[src/rtl/alu_issue_ctrl_pkg.sv]
// Shared definitions for the ALU issue controller slice.
//   op_e    : instruction opcodes carried on in_op
//   ALU_*   : opALU codes understood by the downstream 16-bit ALU
//   state_e : controller sequencing states
//   alu_code: opcode -> opALU translation
package alu_issue_ctrl_pkg;

    typedef enum logic [1:0] {
        OP_XOR   = 2'b00,
        OP_ADD   = 2'b01,
        OP_SUB   = 2'b10,
        OP_LOADI = 2'b11
    } op_e;

    localparam logic [1:0] ALU_XOR = 2'b00;
    localparam logic [1:0] ALU_ADD = 2'b01;
    localparam logic [1:0] ALU_SUB = 2'b11;

    typedef enum logic [1:0] {
        IDLE = 2'b00,
        EXEC = 2'b01,
        WB   = 2'b10,
        RESP = 2'b11
    } state_e;

    // Settle counter width; covers SETTLE_CYCLES up to 15.
    localparam int unsigned CNT_W = 4;

    function automatic logic [1:0] alu_code(input op_e op);
        logic [1:0] code;
        case (op)
            OP_ADD:  code = ALU_ADD;
            OP_SUB:  code = ALU_SUB;
            default: code = ALU_XOR;
        endcase
        return code;
    endfunction

endpackage

[src/rtl/alu_issue_ctrl_regfile.sv]
// General register file for the ALU issue controller.
// RF_DEPTH x WIDTH storage, two asynchronous read ports, one synchronous
// write port, asynchronous active-low clear.
//   clk, rst_n         : clock / async clear
//   we_i, waddr_i,
//   wdata_i            : write port (captured on rising edge)
//   raddr1_i/rdata1_o  : read port 1
//   raddr2_i/rdata2_o  : read port 2
module alu_regfile #(
    parameter int unsigned WIDTH    = 16,
    parameter int unsigned RF_DEPTH = 4,
    localparam int unsigned IDX_W   = $clog2(RF_DEPTH)
) (
    input  logic             clk,
    input  logic             rst_n,
    input  logic             we_i,
    input  logic [IDX_W-1:0] waddr_i,
    input  logic [WIDTH-1:0] wdata_i,
    input  logic [IDX_W-1:0] raddr1_i,
    input  logic [IDX_W-1:0] raddr2_i,
    output logic [WIDTH-1:0] rdata1_o,
    output logic [WIDTH-1:0] rdata2_o
);

    logic [WIDTH-1:0] mem_q [RF_DEPTH];

    always_ff @(posedge clk or negedge rst_n) begin
        if (!rst_n) begin
            for (int unsigned i = 0; i < RF_DEPTH; i++) begin
                mem_q[i] <= '0;
            end
        end else if (we_i) begin
            mem_q[waddr_i] <= wdata_i;
        end
    end

    assign rdata1_o = mem_q[raddr1_i];
    assign rdata2_o = mem_q[raddr2_i];

endmodule

[src/rtl/alu_issue_ctrl.sv]
// Sequencer in front of the 16-bit ripple ALU.
// Accepts one instruction over in_valid/in_ready, drives the ALU operands and
// opALU code for SETTLE_CYCLES cycles, captures the result, writes it back to
// the register file and offers it downstream over out_valid/out_ready.
//   clk, rst_n                       : clock, async active-low reset
//   in_valid/in_ready                : instruction handshake
//   in_op, in_rd, in_rs1, in_rs2,
//   in_imm                           : instruction fields
//   alu_a, alu_b, alu_op             : registered ALU operands / opALU
//   alu_r                            : ALU result (carry bit ignored)
//   out_valid/out_ready              : result handshake
//   out_data, out_rd, out_zero       : result value, destination, zero flag
module alu_issue_ctrl
    import alu_issue_ctrl_pkg::*;
#(
    parameter int unsigned WIDTH         = 16,
    parameter int unsigned RF_DEPTH      = 4,
    parameter int unsigned SETTLE_CYCLES = 2,
    localparam int unsigned IDX_W        = $clog2(RF_DEPTH)
) (
    input  logic             clk,
    input  logic             rst_n,
    input  logic             in_valid,
    output logic             in_ready,
    input  logic [1:0]       in_op,
    input  logic [IDX_W-1:0] in_rd,
    input  logic [IDX_W-1:0] in_rs1,
    input  logic [IDX_W-1:0] in_rs2,
    input  logic [WIDTH-1:0] in_imm,
    output logic [WIDTH-1:0] alu_a,
    output logic [WIDTH-1:0] alu_b,
    output logic [1:0]       alu_op,
    input  logic [WIDTH:0]   alu_r,
    output logic             out_valid,
    input  logic             out_ready,
    output logic [WIDTH-1:0] out_data,
    output logic [IDX_W-1:0] out_rd,
    output logic             out_zero
);

    localparam logic [CNT_W-1:0] CNT_LOAD = CNT_W'(SETTLE_CYCLES - 1);

    state_e             state_q,    state_d;
    logic [CNT_W-1:0]   cnt_q,      cnt_d;
    logic [IDX_W-1:0]   rd_q,       rd_d;
    logic [WIDTH-1:0]   alu_a_q,    alu_a_d;
    logic [WIDTH-1:0]   alu_b_q,    alu_b_d;
    logic [1:0]         alu_op_q,   alu_op_d;
    logic [WIDTH-1:0]   out_data_q, out_data_d;
    logic [IDX_W-1:0]   out_rd_q,   out_rd_d;
    logic               out_zero_q, out_zero_d;

    logic               rf_we;
    logic [IDX_W-1:0]   rf_waddr;
    logic [WIDTH-1:0]   rf_wdata;
    logic [WIDTH-1:0]   rf_rd1;
    logic [WIDTH-1:0]   rf_rd2;

    logic               unused_carry;
    assign unused_carry = alu_r[WIDTH];

    // Operands are read straight from the incoming indices on the accept edge,
    // so rs1/rs2/op need no holding registers; only rd survives to writeback.
    alu_regfile #(
        .WIDTH    (WIDTH),
        .RF_DEPTH (RF_DEPTH)
    ) u_regfile (
        .clk      (clk),
        .rst_n    (rst_n),
        .we_i     (rf_we),
        .waddr_i  (rf_waddr),
        .wdata_i  (rf_wdata),
        .raddr1_i (in_rs1),
        .raddr2_i (in_rs2),
        .rdata1_o (rf_rd1),
        .rdata2_o (rf_rd2)
    );

    always_ff @(posedge clk or negedge rst_n) begin
        if (!rst_n) begin
            state_q    <= IDLE;
            cnt_q      <= '0;
            rd_q       <= '0;
            alu_a_q    <= '0;
            alu_b_q    <= '0;
            alu_op_q   <= ALU_XOR;
            out_data_q <= '0;
            out_rd_q   <= '0;
            out_zero_q <= 1'b0;
        end else begin
            state_q    <= state_d;
            cnt_q      <= cnt_d;
            rd_q       <= rd_d;
            alu_a_q    <= alu_a_d;
            alu_b_q    <= alu_b_d;
            alu_op_q   <= alu_op_d;
            out_data_q <= out_data_d;
            out_rd_q   <= out_rd_d;
            out_zero_q <= out_zero_d;
        end
    end

    always_comb begin
        state_d    = state_q;
        cnt_d      = cnt_q;
        rd_d       = rd_q;
        alu_a_d    = alu_a_q;
        alu_b_d    = alu_b_q;
        alu_op_d   = alu_op_q;
        out_data_d = out_data_q;
        out_rd_d   = out_rd_q;
        out_zero_d = out_zero_q;
        rf_we      = 1'b0;
        rf_waddr   = rd_q;
        rf_wdata   = out_data_q;

        case (state_q)
            IDLE: begin
                if (in_valid) begin
                    rd_d = in_rd;
                    if (op_e'(in_op) == OP_LOADI) begin
                        rf_we      = 1'b1;
                        rf_waddr   = in_rd;
                        rf_wdata   = in_imm;
                        out_data_d = in_imm;
                        out_rd_d   = in_rd;
                        out_zero_d = (in_imm == '0);
                        state_d    = RESP;
                    end else begin
                        alu_a_d  = rf_rd1;
                        alu_b_d  = rf_rd2;
                        alu_op_d = alu_code(op_e'(in_op));
                        cnt_d    = CNT_LOAD;
                        state_d  = EXEC;
                    end
                end
            end
            EXEC: begin
                // The result is captured on the edge leaving EXEC, while the
                // opALU code is still applied; WB then only writes it back.
                if (cnt_q == '0) begin
                    out_data_d = alu_r[WIDTH-1:0];
                    out_rd_d   = rd_q;
                    out_zero_d = (alu_r[WIDTH-1:0] == '0);
                    alu_op_d   = ALU_XOR;
                    state_d    = WB;
                end else begin
                    cnt_d = cnt_q - 1'b1;
                end
            end
            WB: begin
                rf_we   = 1'b1;
                state_d = RESP;
            end
            RESP: begin
                if (out_ready) begin
                    state_d = IDLE;
                end
            end
            default: state_d = IDLE;
        endcase
    end

    assign in_ready  = rst_n && (state_q == IDLE);
    assign out_valid = (state_q == RESP);
    assign alu_a     = alu_a_q;
    assign alu_b     = alu_b_q;
    assign alu_op    = alu_op_q;
    assign out_data  = out_data_q;
    assign out_rd    = out_rd_q;
    assign out_zero  = out_zero_q;

endmodule

[config.mk]
export PLATFORM = sky130hd
export DESIGN_NAME = alu_issue_ctrl
export DESIGN_NICKNAME = d
export VERILOG_FILES = /design/src/rtl/alu_issue_ctrl_pkg.sv /design/src/rtl/alu_issue_ctrl_regfile.sv /design/src/rtl/alu_issue_ctrl.sv
export SDC_FILE = /design/constraint.sdc
export NUM_CORES = 1
export LEC_CHECK = 0
export CORE_MARGIN = 1
export CORE_UTILIZATION = 58
export CTS_CLUSTER_DIAMETER = 100
export DETAILED_ROUTE_END_ITERATION = 8
export HOLD_SLACK_MARGIN = 0.05
export PLACE_DENSITY = 0.87
export SLEW_MARGIN = 20
export SYNTH_ARGS = -nofsm -noshare
export SYNTH_HDL_FRONTEND = slang
export SYNTH_SLANG_ARGS = --single-unit
[constraint.sdc]
create_clock -name clk -period 3.3 [get_ports clk]
set_input_delay 0.99 -clock clk [delete_from_list [all_inputs] [get_ports clk]]
set_output_delay 0.99 -clock clk [all_outputs]
set_load 0.02 [all_outputs]
# Word-level counts from Yosys, hierarchy flattened
# Cells that the tools add are included.
[word_totals]
ff_bits = 125
[op_classes]
add_sub_neg = 1
order_cmp = 4
n_eq_ne = 12
n_mux = 42
bitwise = 4
reduce_logical = 14
[ops]
columns = ["operator", "count"]
rows = [
  ["$mux W16", 9],
  ["$bmux W16 S2", 2],
  ["$bwmux W64", 1],
  ["$demux W16 S2", 1],
  ["$logic_not A16 Y1", 2],
  ["$pmux W16 S2", 1],
  ["$mux W2", 13],
  ["$mux W4", 3],
  ["$pmux W2 S2", 3],
  ["$reduce_and A4 Y1", 3],
  ["$ne A2 B2 Y1 const B", 5],
  ["$ge A3 B3 Y1 const B", 3],
  ["$not A2 Y3", 3],
  ["$eq A2 B2 Y1 const B", 4],
  ["$pmux W2 S4", 1],
  ["$pmux W4 S2", 1],
  ["$reduce_and A3 Y1", 2],
  ["$mux W1", 5],
  ["$eq A2 B1 Y1 const B", 2],
  ["$logic_not A4 Y1", 1],
  ["$pmux W1 S2", 2],
  ["$reduce_and A2 Y1", 2],
  ["$sub A4 B1 Y4 const B", 1],
  ["$lt A3 B1 Y1 const B", 1],
  ["5 further kinds", 6],
]

# Depth between registers and ports, before layout
[depth]
ltp_word = 10
mapped_depth = 9
depth_no_buf = 6

# Cells and area by module
# From an unflattened synthesis, not the netlist that was laid out.
[unflattened]
hier_cells = 420
hier_area_um2 = 6323.6
[by_module_without_submodules]
columns = ["module", "n_inst", "cells_each", "area_per_inst_um2"]
rows = [
  ["alu_regfile", 1, 176, 3174.3],
  ["alu_issue_ctrl", 1, 244, 3149.3],
]

# Worst setup path after synthesis
# OpenSTA, ideal clock, no wires.
[synth_timing]
path_type = "in2reg"
startpoint = "input in_op[0]"
endpoint = "register u_regfile.mem_q[0] (netlist name)"
arrival_ps = 2446
t_required_ps = 3175
path_slack_ps = 729
path_stages = 7
path_cell_list = "ha_1 and2_1 buf_2 nand3_1 a21oi_2 buf_4 mux2_2"
[synth_via]
elab_chain_cells = 10
[synth_lines]
columns = ["element", "line_no", "text"]
rows = [
  ["start: declaration", "alu_issue_ctrl.sv:25", "input logic [1:0] in_op,"],
  ["$eq A2 B2 Y1 (*)", "alu_issue_ctrl.sv:121", "if (op_e'(in_op) == OP_LOADI) begin"],
  ["$mux W2", "alu_issue_ctrl.sv:121", ""],
  ["$mux W2", "alu_issue_ctrl.sv:119", "if (in_valid) begin"],
  ["$mux W2", "alu_issue_ctrl.sv:117", "case (state_q)"],
  ["$not A2 Y3 (not written as such)", "alu_issue_ctrl_regfile.sv:33", "mem_q[waddr_i] <= wdata_i;"],
  ["$ge A3 B3 Y1 (not written as such) or $lt A3 B1 Y1 (tied branches)", "alu_issue_ctrl_regfile.sv:33", ""],
  ["$logic_and A1 B1 Y1 (not written as such)", "alu_issue_ctrl_regfile.sv:33", ""],
  ["$mux W16 (not written as such)", "alu_issue_ctrl_regfile.sv:33", ""],
  ["$demux W16 S2", "alu_issue_ctrl_regfile.sv:33", ""],
  ["$bwmux W64", "alu_issue_ctrl_regfile.sv:33", ""],
  ["end signal: indexed assignment", "alu_issue_ctrl_regfile.sv:33", ""],
  ["end: declaration", "alu_issue_ctrl_regfile.sv:25", "logic [WIDTH-1:0] mem_q [RF_DEPTH];"],
]
# Every way passes the cells marked *; elsewhere a longest branch is shown, timed or not.
# A chain may end at the register's enable or synchronous reset.

# Final worst setup path
[layout_timing]
startpoint = "register state_q[1]"
endpoint = "output in_ready"
[layout_via]
elab_chain_cells = 2
[layout_lines]
columns = ["element", "line_no", "text"]
rows = [
  ["start: declaration", "alu_issue_ctrl.sv:43", "state_e state_q, state_d;"],
  ["start signal: assignment", "alu_issue_ctrl.sv:91", "state_q <= state_d;"],
  ["$logic_not A2 Y1", "alu_issue_ctrl.sv:164", "assign in_ready = rst_n && (state_q == IDLE);"],
  ["$logic_and A1 B1 Y1", "alu_issue_ctrl.sv:164", ""],
  ["end: declaration", "alu_issue_ctrl.sv:24", "output logic in_ready,"],
]
# No other way between the ends.

==> run_results.csv <==
group,metric,value,unit
clock_network,insertion_delay,0.52,ns
synthesis,synth_area_leader_cell,"dfrtp_1",
clock_network,htree_levels,4,
drt,dr.pass1.iters,5,
setup_path,worstSetupPathType,"register to primary output",
worst_hold_path,hold_path.class,"register to register",
synthesis,synth_cells,448,
drt,drc,0,
sta,fin_crit_sh,87.71,%
setup_path,end_kind,"primary output",
pwr,ir_worst_vdd,0.5789,mV
clock_network,root_buffer,"clkbuf_8",
floorplanning,die_x,106.6,um
clock_network,cts_inserted_buffers,17,
synthesis,yosysWarnings,0,
global_route,grtUsageTotal,30.45,%
outcome,status,"complete, no violations",
synthesis,netlist.area_leader.share,49.26,%
synthesis,synth_seq_cells,125,
finish,final-instance-count-excl-fill,704,
floorplanning,io_pins,100,
placed_design,dp_cells,672,
global_route,grt_pass1_wl,25940,um
finish,n_antenna_cell,0,
clock_network,cts.reportedPaths.clkPinSlew,0.06,ns
sta,rsz0062_at_grt,"false",
global_route,grt_max_degree,68,
synthesis,syn_area,6350,um2
pwr,seqPwrFrac,33.9,%
floorplanning,coreArea,10460,um2
floorplanning,rows,37,
sta,finalClockSkew,0.005335,ns
synthesis,avgSynthCellArea,14.17,um2
pwr,power_density,945.6,nW/um2
clock_network,cts_sinks,125,
sta,slew_violations,0,
clock_network,postCtsSetupBuffers,0,
global_route,overflow,0,
clock_network,cts_resized,0,
pwr,p_comb_share,41.9,%
pwr,power.leakage,3.600,nW
setup_path,required,2.31,ns
placed_design,port_buffers,98,
floorplanning,die_y,106.6,um
synthesis,synth_area_leaders,"dfrtp_1 (49%), mux2_2 (18%), mux4_2 (11%)",
drt,vias,4534,
synthesis,synth_ff_type,"dfrtp_1",
floorplanning,die_area,11370,um2
sta,fin_tns_setup,0,ns
synthesis,yosysMostFrequentCell,"dfrtp_1",
setup_path,worstPathMaxFanout,3,
synthesis,async_flop_share,100.0,%
job,maxCapViolations,0,
drt,wl_per_cell,22.83,um
drt,ant_nets,0,
finish,drive_above_1_share,36.09,%
drt,viasPerCell,6.440,
pwr,clkPwrFrac,24.2,%
sta,slew_headroom,45.00,%
synthesis,synthTopCellsByCount,"dfrtp_1 (125), mux2_2 (101), o22ai_1 (33)",
pwr,power.net_switching,2.641,mW
sta,hold_viol,0,
global_route,grt_pass1_vias,4940,
synthesis,synth_fp_nets,502,
sta,final-setup-viol-count,0,
finish,area_delta_synth_final,27.07,%
pwr,p_sw_share,34.61,%
drt,drt_iter0_drc,418,
setup_path,r2r_cells,6,
worst_hold_path,hold_depth,1,
finish,layout.nets,609,
setup_path,critical_path.startpoint_type,"register",
clock_network,cts_buffer_depth,2,
global_route,antenna_found_initial,0,
pwr,internal_power,4.990,mW
sta,worst_pin_slew,0.8250,ns
setup_path,cp.arrival,1.90,ns
clock_network,ctsHoldBuffers,0,
sta,fmaxAchievable,345.5,MHz
synthesis,ys_types,46,
drt,finalWirelength,16070,um
placed_design,place_congestion,0.8509,
placed_design,dpl.hpwl,10970,um
sta,min_period,2.894,ns
synthesis,yosysSeqAreaShare,49.26,%
synthesis,synth-edff-count,0,
clock_network,cts_tree,"yes",
floorplanning,initial_core_util,60.69,%
[power groups by stage]
stage | sequential [mW] | combinational (mW) | clock [mW]
3_5_place_dp | 2.58 | 3.17 | 0
6_report | 2.59 | 3.20 | 1.84
5_1_grt | 2.65 | 3.40 | 1.94
4_1_cts | 2.57 | 3.20 | 1.86
2_1_floorplan | 2.81 | 1.78 | 0
3_3_place_gp | 2.52 | 3.04 | 0
[sequential cells by signal, summed over array words and instances, names as in the netlist]
signal           count
state_q              2
out_zero             1
rd_q                 2
u_regfile.mem_q     64
cnt_q                4
alu_a               16
out_data            16
alu_op               2
alu_b               16
out_rd               2
[metrics by stage]
step	setup WS (ns)	total power, mW	hold slack (ns)	instance area, um2	utilization [%]
after floorplan	0.7294	4.584	0.4773	6350	-
after global placement	0.2007	5.566	0.4899	7481	71.50
after detailed placement	0.1338	5.754	0.4929	7481	71.50
after CTS	0.3812	7.634	0.5053	8069	77.12
after global routing	0.3007	7.991	0.5136	8069	77.12
final	0.4057	7.630	0.5033	8069	77.12
[logic make-up after synthesis]
group,Yosys count,share of synthesized area (%)
xor+xnor,2,0.2759
simple gates,46,4.493
fa+ha+maj,9,1.773
compound gates,70,6.897
buf+inv,42,3.606
mux,154,33.69
flops,125,49.26
[worst max-delay path: stages (launching register included)]
cell             delay (ns)
dfrtp_1                0.40
inv_1                  0.11
ha_1                   0.17
and2_1                 0.12
clkdlybuf4s50_1        0.59
[worst paths after layout]
path / startpoint / end / slack (ns)
max in group asynchronous: rst_n / alu_b[10] / 1.37
min reg2reg: alu_a[13] / alu_a[13] / 0.50
max reg2reg: state_q[1] / out_data[12] / 0.57
max: state_q[1] / in_ready / 0.41
min: alu_a[13] / alu_a[13] / 0.50
min in group asynchronous: rst_n / state_q[1] / 0.62
[final cells by class]
type / count / area (um2)
Clock buffer: 19 / 441.7
Clock inverter: 13 / 146.4
Fill cell: 600 / 2394
Inverter: 11 / 41.29
Multi-Input combinational cell: 281 / 2993
Sequential cell: 125 / 3128
Tap cell: 136 / 170.2
Timing Repair Buffer: 119 / 1149
[per-layer routing]
metal,wire length (um),global-route usage [%],part of all wire (%),vias to the layer above
li1,-,-,-,1932
met3,1043,6.626,6.5,44
met5,0,0,0,-
met1,6246,37.53,39,2318
met4,405,10.86,2.5,0
met2,8374,52.95,52,240
[cell usage in the layout, fill, tap and decap left out, drive strengths merged, types with 2 or more instances in the layout]
cell,Yosys,layout
or4,2,2
dfrtp,125,125
nor4,5,5
clkbuf,9,19
buf,22,22
mux4,32,32
o22ai,33,33
bufinv,0,3
nor3,5,5
a22oi,2,2
inv,11,11
a21oi,24,24
ha,9,9
xnor2,2,2
clkinv,0,9
mux2,115,115
nor2,11,11
clkdlybuf4s50,0,97
nand4,2,2
nand3,6,6
a2111oi,3,3
mux2i,7,7
nand2,4,4
nand2b,4,4
and2,2,2
Power figures use the tool's default switching activity.
